===== src/rtl/fb_pkg.sv =====
// Shared framebuffer definitions: playfield geometry, palette indices and the write-word format.
// The fill engine and the framebuffer decoder both import this package.
package fb_pkg;

  localparam int unsigned FB_W       = 150;
  localparam int unsigned FB_H       = 480;
  localparam int unsigned ROW_STRIDE = 256;

  typedef logic [16:0] fb_addr_t;

  typedef enum logic [5:0] {
    BLACK       = 6'd0,
    WHITE       = 6'd1,
    RED         = 6'd2,
    GREEN       = 6'd3,
    BLUE        = 6'd4,
    YELLOW      = 6'd5,
    CYAN        = 6'd6,
    MAGENTA     = 6'd7,
    ORANGE      = 6'd8,
    PURPLE      = 6'd9,
    PINK        = 6'd10,
    GREY        = 6'd11,
    DARK_GREY   = 6'd12,
    LIGHT_BLUE  = 6'd13,
    DARK_BLUE   = 6'd14,
    DARK_GREEN  = 6'd15,
    LIGHT_GREEN = 6'd16,
    DARK_RED    = 6'd17,
    BROWN       = 6'd18,
    DARK_ORANGE = 6'd19
  } colour_t;

  // Row stride is a power of two, so the address is just {y, x}.
  function automatic logic [31:0] fb_pack(input logic [7:0] x, input logic [8:0] y,
                                          input logic [5:0] c);
    fb_addr_t addr;
    addr = {y, x};
    return {9'b0, addr, c};
  endfunction

endpackage


===== src/rtl/fb_rect_filler.sv =====
// Rectangle fill engine: takes one (x, y, w, h, colour) command and streams clipped
// framebuffer writes, one pixel per unstalled cycle, in row-major order.
module fb_rect_filler
  import fb_pkg::*;
(
  input  logic        clk,
  input  logic        reset,
  input  logic        cmd_valid,
  output logic        cmd_ready,
  input  logic [7:0]  cmd_x,
  input  logic [8:0]  cmd_y,
  input  logic [7:0]  cmd_w,
  input  logic [8:0]  cmd_h,
  input  logic [5:0]  cmd_color,
  input  logic        fb_stall,
  output logic        fb_chipselect,
  output logic        fb_write,
  output logic [31:0] fb_writedata,
  output logic        busy,
  output logic        done
);

  typedef enum logic [1:0] {IDLE, SETUP, FILL, DONE} state_t;

  localparam logic [8:0] X_LIM = 9'(FB_W);
  localparam logic [9:0] Y_LIM = 10'(FB_H);

  state_t      state, state_next;
  logic [7:0]  x0, w_q, cx;
  logic [8:0]  y0, h_q, cy;
  logic [5:0]  col;
  logic [8:0]  x_end, x_sum, x_clip;
  logic [9:0]  y_end, y_sum, y_clip;
  logic        empty, row_last, col_last;

  // Sums are one bit wider than the operands so a far-right/bottom rectangle never wraps.
  always_comb begin
    x_sum  = {1'b0, x0} + {1'b0, w_q};
    y_sum  = {1'b0, y0} + {1'b0, h_q};
    x_clip = (x_sum > X_LIM) ? X_LIM : x_sum;
    y_clip = (y_sum > Y_LIM) ? Y_LIM : y_sum;
    empty  = ({1'b0, x0} >= x_clip) || ({1'b0, y0} >= y_clip);
  end

  assign col_last = ({1'b0, cx} == (x_end - 9'd1));
  assign row_last = ({1'b0, cy} == (y_end - 10'd1));

  always_ff @(posedge clk or posedge reset) begin
    if (reset) state <= IDLE;
    else       state <= state_next;
  end

  always_comb begin
    state_next = state;
    case (state)
      IDLE:  if (cmd_valid) state_next = SETUP;
      SETUP: state_next = empty ? DONE : FILL;
      FILL:  if (!fb_stall && col_last && row_last) state_next = DONE;
      DONE:  state_next = IDLE;
      default: state_next = IDLE;
    endcase
  end

  always_ff @(posedge clk or posedge reset) begin
    if (reset) begin
      x0           <= '0;
      y0           <= '0;
      w_q          <= '0;
      h_q          <= '0;
      col          <= '0;
      x_end        <= '0;
      y_end        <= '0;
      cx           <= '0;
      cy           <= '0;
      fb_write     <= 1'b0;
      fb_writedata <= '0;
      done         <= 1'b0;
    end else begin
      fb_write <= (state == FILL) && !fb_stall;
      done     <= (state == DONE);
      case (state)
        IDLE: begin
          if (cmd_valid) begin
            x0  <= cmd_x;
            y0  <= cmd_y;
            w_q <= cmd_w;
            h_q <= cmd_h;
            col <= cmd_color;
          end
        end
        SETUP: begin
          x_end <= x_clip;
          y_end <= y_clip;
          cx    <= x0;
          cy    <= y0;
        end
        FILL: begin
          if (!fb_stall) begin
            fb_writedata <= fb_pack(cx, cy, col);
            if (col_last) begin
              cx <= x0;
              cy <= cy + 9'd1;
            end else begin
              cx <= cx + 8'd1;
            end
          end
        end
        default: ;
      endcase
    end
  end

  assign cmd_ready     = (state == IDLE);
  assign busy          = (state != IDLE);
  assign fb_chipselect = fb_write;

endmodule


===== config.mk =====
export PLATFORM = sky130hd
export DESIGN_NAME = fb_rect_filler
export DESIGN_NICKNAME = d
export VERILOG_FILES = /design/src/rtl/fb_pkg.sv /design/src/rtl/fb_rect_filler.sv
export SDC_FILE = /design/constraint.sdc
export NUM_CORES = 1
export LEC_CHECK = 0
export ABC_AREA = 1
export CAP_MARGIN = 20
export CORE_MARGIN = 5
export CORE_UTILIZATION = 54
export DETAILED_ROUTE_END_ITERATION = 8
export GPL_TIMING_DRIVEN = 1
export PLACE_DENSITY = 0.9
export SLEW_MARGIN = 15
export SYNTH_ARGS = -nofsm -noshare
export SYNTH_HDL_FRONTEND = slang
export SYNTH_SLANG_ARGS = --single-unit

===== constraint.sdc =====
create_clock -name clk -period 4.1 [get_ports clk]
set_input_delay 0.41 -clock clk [delete_from_list [all_inputs] [get_ports clk]]
set_output_delay 0.41 -clock clk [all_outputs]
set_load 0.05 [all_outputs]

# Word level (Yosys, flattened, before mapping)
# Index checks and enable logic that the tools add are counted.
[totals]
ff_bits = 103
inputBits = 44
wordCells = 58
[op_classes]
addsub = 6
magnitude_cmp = 4
n_eq_ne = 9
mux = 12
bitwise_logic = 1
reduce_logical = 13
[op_table]
columns = ["op", "n"]
rows = [
  ["two-way mux 9 bit", 3],
  ["case mux 9 bit (2 select lines)", 1],
  ["two-way mux 8 bit", 2],
  ["case mux 8 bit (2 select lines)", 1],
  ["adder 9 x 9 -> 10 bit", 1],
  ["equality test 9 x 10 -> 1 bit", 1],
  ["greater-or-equal comparator 9 x 10 -> 1 bit", 1],
  ["greater-than comparator 10 x 9 -> 1 bit, second input constant", 1],
  ["two-way mux 10 bit", 1],
  ["subtractor 10 x 1 -> 10 bit, second input constant", 1],
  ["adder 8 x 8 -> 9 bit", 1],
  ["adder 9 x 1 -> 9 bit, second input constant", 1],
  ["equality test 8 x 9 -> 1 bit", 1],
  ["greater-or-equal comparator 8 x 9 -> 1 bit", 1],
  ["greater-than comparator 9 x 8 -> 1 bit, second input constant", 1],
  ["subtractor 9 x 1 -> 9 bit, second input constant", 1],
  ["adder 8 x 1 -> 8 bit, second input constant", 1],
  ["!= test 2 bit, second input constant", 4],
  ["case mux 2 bit (4 select lines)", 1],
  ["AND reduction 2 bit", 4],
  ["equality test 2 bit, second input constant", 2],
  ["two-way mux 2 bit", 2],
  ["nonzero test 2 bit", 2],
  ["logical AND 1 bit", 3],
  ["other kinds (7)", 7],
]

# Longest topological paths before layout
[logic_depth]
ltp_word = 7
depth_mapped = 26
mapped_depth_nobuf = 26

# Least setup slack after synthesis
# Ideal clock, no wire load.
[synth_path]
path_kind = "flip-flop to flip-flop"
start = "reg x0[0]"
end = "reg state[0]"
t_arrival_ns = 2.843
slack_ns = 1.141
path_stages_with_launch = 23
n_path_buf = 0
cell_sequence = "dfrtp_1 -> ha_1 -> fa_1 -> nand3_1 -> nand2_1 -> nand2_1 -> nand2_1 -> xor2_1 -> nand4_1 -> nand2_1 -> inv_2 -> or2_2 -> ha_1 -> nand2_1 -> o21ai_0 -> nand3_1 -> nand3_1 -> a21oi_1 -> nand2_1 -> nand2_1 -> nand2_1 -> nand2_1 -> nand2_1"
[synth_via]
elab_chain_len = 7
[synth_rtl]
columns = ["element", "line_no", "source"]
rows = [
  ["start: declaration", "fb_rect_filler.sv:29", "logic [7:0] x0, w_q, cx;"],
  ["start signal: assignment", "fb_rect_filler.sv:84", "x0 <= cmd_x;"],
  ["adder 8 x 8 -> 9 bit", "fb_rect_filler.sv:38", "x_sum = {1'b0, x0} + {1'b0, w_q};"],
  ["greater-than comparator 9 x 8 -> 1 bit", "fb_rect_filler.sv:40", "x_clip = (x_sum > X_LIM) ? X_LIM : x_sum;"],
  ["two-way mux 9 bit", "fb_rect_filler.sv:40", ""],
  ["greater-or-equal comparator 8 x 9 -> 1 bit *", "fb_rect_filler.sv:42", "empty = ({1'b0, x0} >= x_clip) || ({1'b0, y0} >= y_clip);"],
  ["logical OR 1 bit *", "fb_rect_filler.sv:42", ""],
  ["two-way mux 1 bit *", "fb_rect_filler.sv:57", "SETUP: state_next = empty ? DONE : FILL;"],
  ["case mux 2 bit (4 select lines) *", "fb_rect_filler.sv:55", "case (state)"],
  ["end signal: assignment", "fb_rect_filler.sv:50", "else state <= state_next;"],
  ["end: declaration", "fb_rect_filler.sv:28", "state_t state, state_next;"],
]
# Every way passes the cells marked *; elsewhere a longest branch is shown, timed or not.
# A chain may end at the register's enable or synchronous reset.

# Worst setup path after layout
[layout_path]
start = "reg y0[0]"
end = "reg state[0]"
[layout_via]
elab_chain_len = 7
[layout_rtl]
columns = ["element", "line_no", "source"]
rows = [
  ["start: declaration", "fb_rect_filler.sv:30", "logic [8:0] y0, h_q, cy;"],
  ["start signal: assignment", "fb_rect_filler.sv:85", "y0 <= cmd_y;"],
  ["adder 9 x 9 -> 10 bit", "fb_rect_filler.sv:39", "y_sum = {1'b0, y0} + {1'b0, h_q};"],
  ["greater-than comparator 10 x 9 -> 1 bit", "fb_rect_filler.sv:41", "y_clip = (y_sum > Y_LIM) ? Y_LIM : y_sum;"],
  ["two-way mux 10 bit", "fb_rect_filler.sv:41", ""],
  ["greater-or-equal comparator 9 x 10 -> 1 bit *", "fb_rect_filler.sv:42", ""],
  ["logical OR 1 bit *", "fb_rect_filler.sv:42", ""],
  ["two-way mux 1 bit *", "fb_rect_filler.sv:57", ""],
  ["case mux 2 bit (4 select lines) *", "fb_rect_filler.sv:55", ""],
]
# Marked as above.

==> impl_metrics.csv <==
group,metric,value,unit
status,run_status,"finished clean",
placement,io_buffers,71,
floorplanning,floorplan.die.width,116,um
worst_setup_path,worst-endpoint-required,4.34,ns
routing,initialDrtViolationCount,231,
clock_tree,clkLatencyLatePin,0.35,ns
worst_setup_path,critPathMaxFanout,5,
placement,place_congestion,0.893,
routing,detail_route.wirelength,12500,um
timing,finalHoldWorstSlack,0.362,ns
synthesis,ys_dominant_reg_cell,"dfrtp_1",
routing,num_vias,4780,
clock_tree,clock_input_transition_at_the_sequential_cells_of_the_worst_setup_and_hold_paths,0.07,ns
clock_tree,cts.hold.buffers_added,0,
cells_and_area,antenna_cells,0,
timing,tightest_slew,0.973,ns
timing,hold_viol_final,0,
synthesis,post_synth_mux_area_share,6.70,%
cells_and_area,final_net_count,851,
grt,grt_pass1_wl,21400,um
clock_tree,cts_num_sinks,103,
routing,via_per_inst,5.25,
job,cap_viol_max_count,0,
synthesis,synth_compound_area_share,10.1,%
floorplanning,dieArea,0.0134,sq mm
synthesis,synth-adder-area-share,8.93,%
timing,finalSetupTns,0,ns
floorplanning,floorplan.io_pins,81,
floorplanning,start_util,55.3,%
clock_tree,post_cts_buffers,0,
pwr,power.ir.vdd_worst,0.221,mV
synthesis,leading_cell_types_by_count_after_synthesis,"162 x nand2_1, 103 x dfrtp_1, 65 x inv_1",
grt,number_of_global_route_vias_before_repair,4622,
synthesis,synth_xor_xnor_area_share,5.35,%
worst_setup_path,rr_startpoint,"y0[0]$_DFFE_PP0P_",
clock_tree,cts-root-to-sink-buffers,2,
cells_and_area,stdcell_area,0.00714,sq mm
cells_and_area,syn2layout_area_growth,17.9,%
synthesis,number_of_synthesized_flops_with_an_enable_pin,0,
pwr,cellLeakagePower,3.59,nW
timing,grt_setup_unrepaired,"false",
worst_setup_path,start_kind,"register",
grt,number_of_antenna_violations_at_the_first_check_in_global_routing,0,
synthesis,synth_top_family_by_area,"simple AND/OR/NAND/NOR gates",
worst_setup_path,cp_slowest_stage_delay,0.44,ns
timing,finalWorstPathRequiredPeriod,3.36,ns
placement,place_area,0.00684,sq mm
synthesis,yosys.area.top_type_share,42.6,%
placement,total_half_perimeter_wirelength_after_legalization_and_detailed_placement,9510,um
synthesis,netlist.top_cell.by_area,"dfrtp_1",
timing,worst_slew_margin_rel,34.9,%
routing,post_drt_wl_per_cell,13.8,um
worst_setup_path,rr_worst_depth,26,
grt,grt_max_degree,87,
hold_path,min-delay-path-class,"in -> async",
worst_setup_path,worst-endpoint-arrival,3.60,ns
synthesis,ys_seq_elements,103,
synthesis,synth.lib_cells_used.distinct,42,
worst_setup_path,critPathMostFrequentCell,"nand2_1",
clock_tree,cts.htree.levels,3,
cells_and_area,fraction_of_final_layout_cells_sized_beyond_drive_strength_1,9.61,%
floorplanning,floorplan.rows,38,
worst_setup_path,critical_path.endpoint_type,"register",
synthesis,synth.yosys.warnings,0,
pwr,cellPowerDensity,318,mW/mm^2
worst_setup_path,worstSetupPathType,"reg -> reg",
synthesis,synthSimpleGateAreaFrac,19.2,%
timing,peak_freq,0.298,GHz
grt,gr-total-overflow,0,
synthesis,synth_cells,698,
worst_setup_path,timing.critical_path.slowest_stage_cell,"dfrtp_1",
synthesis,yosysSeqAreaShare,42.6,%
timing,skew,0.00684,ns
timing,timing.final.crit_share,81.9,%
routing,ant_nets,0,
floorplanning,floorplan.die.height,116,um
synthesis,syn-cell-area,0.00605,sq mm
timing,setup_viol_count_final,0,
grt,grt_use_total,19.7,%
worst_setup_path,worstSetupStartpoint,"y0[0]$_DFFE_PP0P_",
routing,drc_errors,0,
clock_tree,cts_root_buf,"clkbuf_16",
routing,drt_pass1_iterations,5,
clock_tree,tritoncts.num_buffers,9,
synthesis,synth.top_cells.by_area,"dfrtp_1 43%, nand2_1 10%, ha_1 8.3%",
clock_tree,cts_resizes,0,
clock_tree,cts_tree,"built",
floorplanning,core_region,0.0109,sq mm
timing,slew_viol_final,0,
synthesis,synth.most_common_cell,"nand2_1",
synthesis,synth_async_sr_flop_share,100,%
synthesis,synth.avg_cell_area,8.67,sq um
stage by stage:
stage	total power [mW]	setup WS (ns)	util [%]	std cells
4_1_cts	2.27	0.778	65.0	909
6_report	2.27	0.741	65.3	910
2_1_floorplan	1.36	0.986	-	706
5_1_grt	2.36	0.438	65.3	910
3_3_place_gp	1.47	0.976	62.5	893
3_5_place_dp	1.48	0.848	62.5	893
area by class of cell:
class / instances / area [sq um]
repair buffers: 75 / 761
well taps: 140 / 175
inverters: 69 / 267
clock inverters: 7 / 47.5
clock buffers: 9 / 225
fillers: 897 / 3800
multi-input cells: 507 / 3080
flip-flops and latches: 103 / 2580
sequential cells by signal, indices dropped and copies added (netlist names), 2 cells and up:
| register | cells |
|---|---|
| col | 6 |
| cx | 8 |
| cy | 9 |
| fb_writedata | 23 |
| h_q | 9 |
| state | 2 |
| w_q | 8 |
| x0 | 8 |
| x_end | 9 |
| y0 | 9 |
| y_end | 10 |
cells in the final DEF, fill, tap and decap left out, types with 3 or more instances in the layout:
cell type        synthesis  final
a21oi_1                 25     25
buf_4                   10      3
clkbuf_16                0      9
clkdlybuf4s50_1          0     71
clkinv_2                 0      3
conb_1                   1      9
dfrtp_1                103    103
ha_1                    40     40
inv_1                   65     64
inv_2                    3      3
inv_6                    1      3
mux2_2                  36     36
nand2_1                162    161
nand3_1                 33     33
nand4_1                  4      4
nor2_1                  49     49
nor3_1                  12     12
o211ai_1                10     10
o21ai_0                 46     46
o21ai_1                 17     17
or2_2                    4      4
xnor2_1                  8      8
xor2_1                  29     29
path summary, 6_finish.rpt:
path / endpoint / slack, ns
setup / recovery: state[0]$_DFFE_PP0P_ / 0.74
hold / removal: fb_writedata[3]$_DFFE_PP0P_ / 0.36
setup reg to reg: state[0]$_DFFE_PP0P_ / 0.74
hold reg to reg: fb_writedata[1]$_DFFE_PP0P_ / 0.47
max in group asynchronous: y0[6]$_DFFE_PP0P_ / 2.86
min in group clk: fb_writedata[1]$_DFFE_PP0P_ / 0.47
worst max-delay path: cells and delay by family, from the launching register on:
kind | cells | cell delay [ns]
compound gates | 2 | 0.35
flops | 1 | 0.44
buf+inv | 3 | 0.31
fa+ha+maj | 3 | 0.90
simple gates | 18 | 1.23
where the power goes:
part	total [mW]	internal, mW	switching, mW
clock	0.800	0.413	0.387
combinational	0.365	0.136	0.229
sequential	1.10	1.06	0.0405
cells by family after synthesis:
logic type | after synthesis
multiplexers | 36
other | 1
XOR/XNOR | 37
buffers and inverters | 96
AO/OA/AOI/OAI | 109
AND/OR/NAND/NOR | 274
adder cells (fa/ha/maj) | 42
flip-flops | 103
per-layer routing:
metal / GRT usage [%] / vias to the layer above / part of all wire (%)
met1: 28.2 / 2208 / 47
met2: 30.8 / 133 / 46
met5: 0 / - / 0
li1: - / 2418 / -
met3: 3.60 / 21 / 6.0
met4: 5.88 / 0 / 1.5
Power figures use the tool's default switching activity.
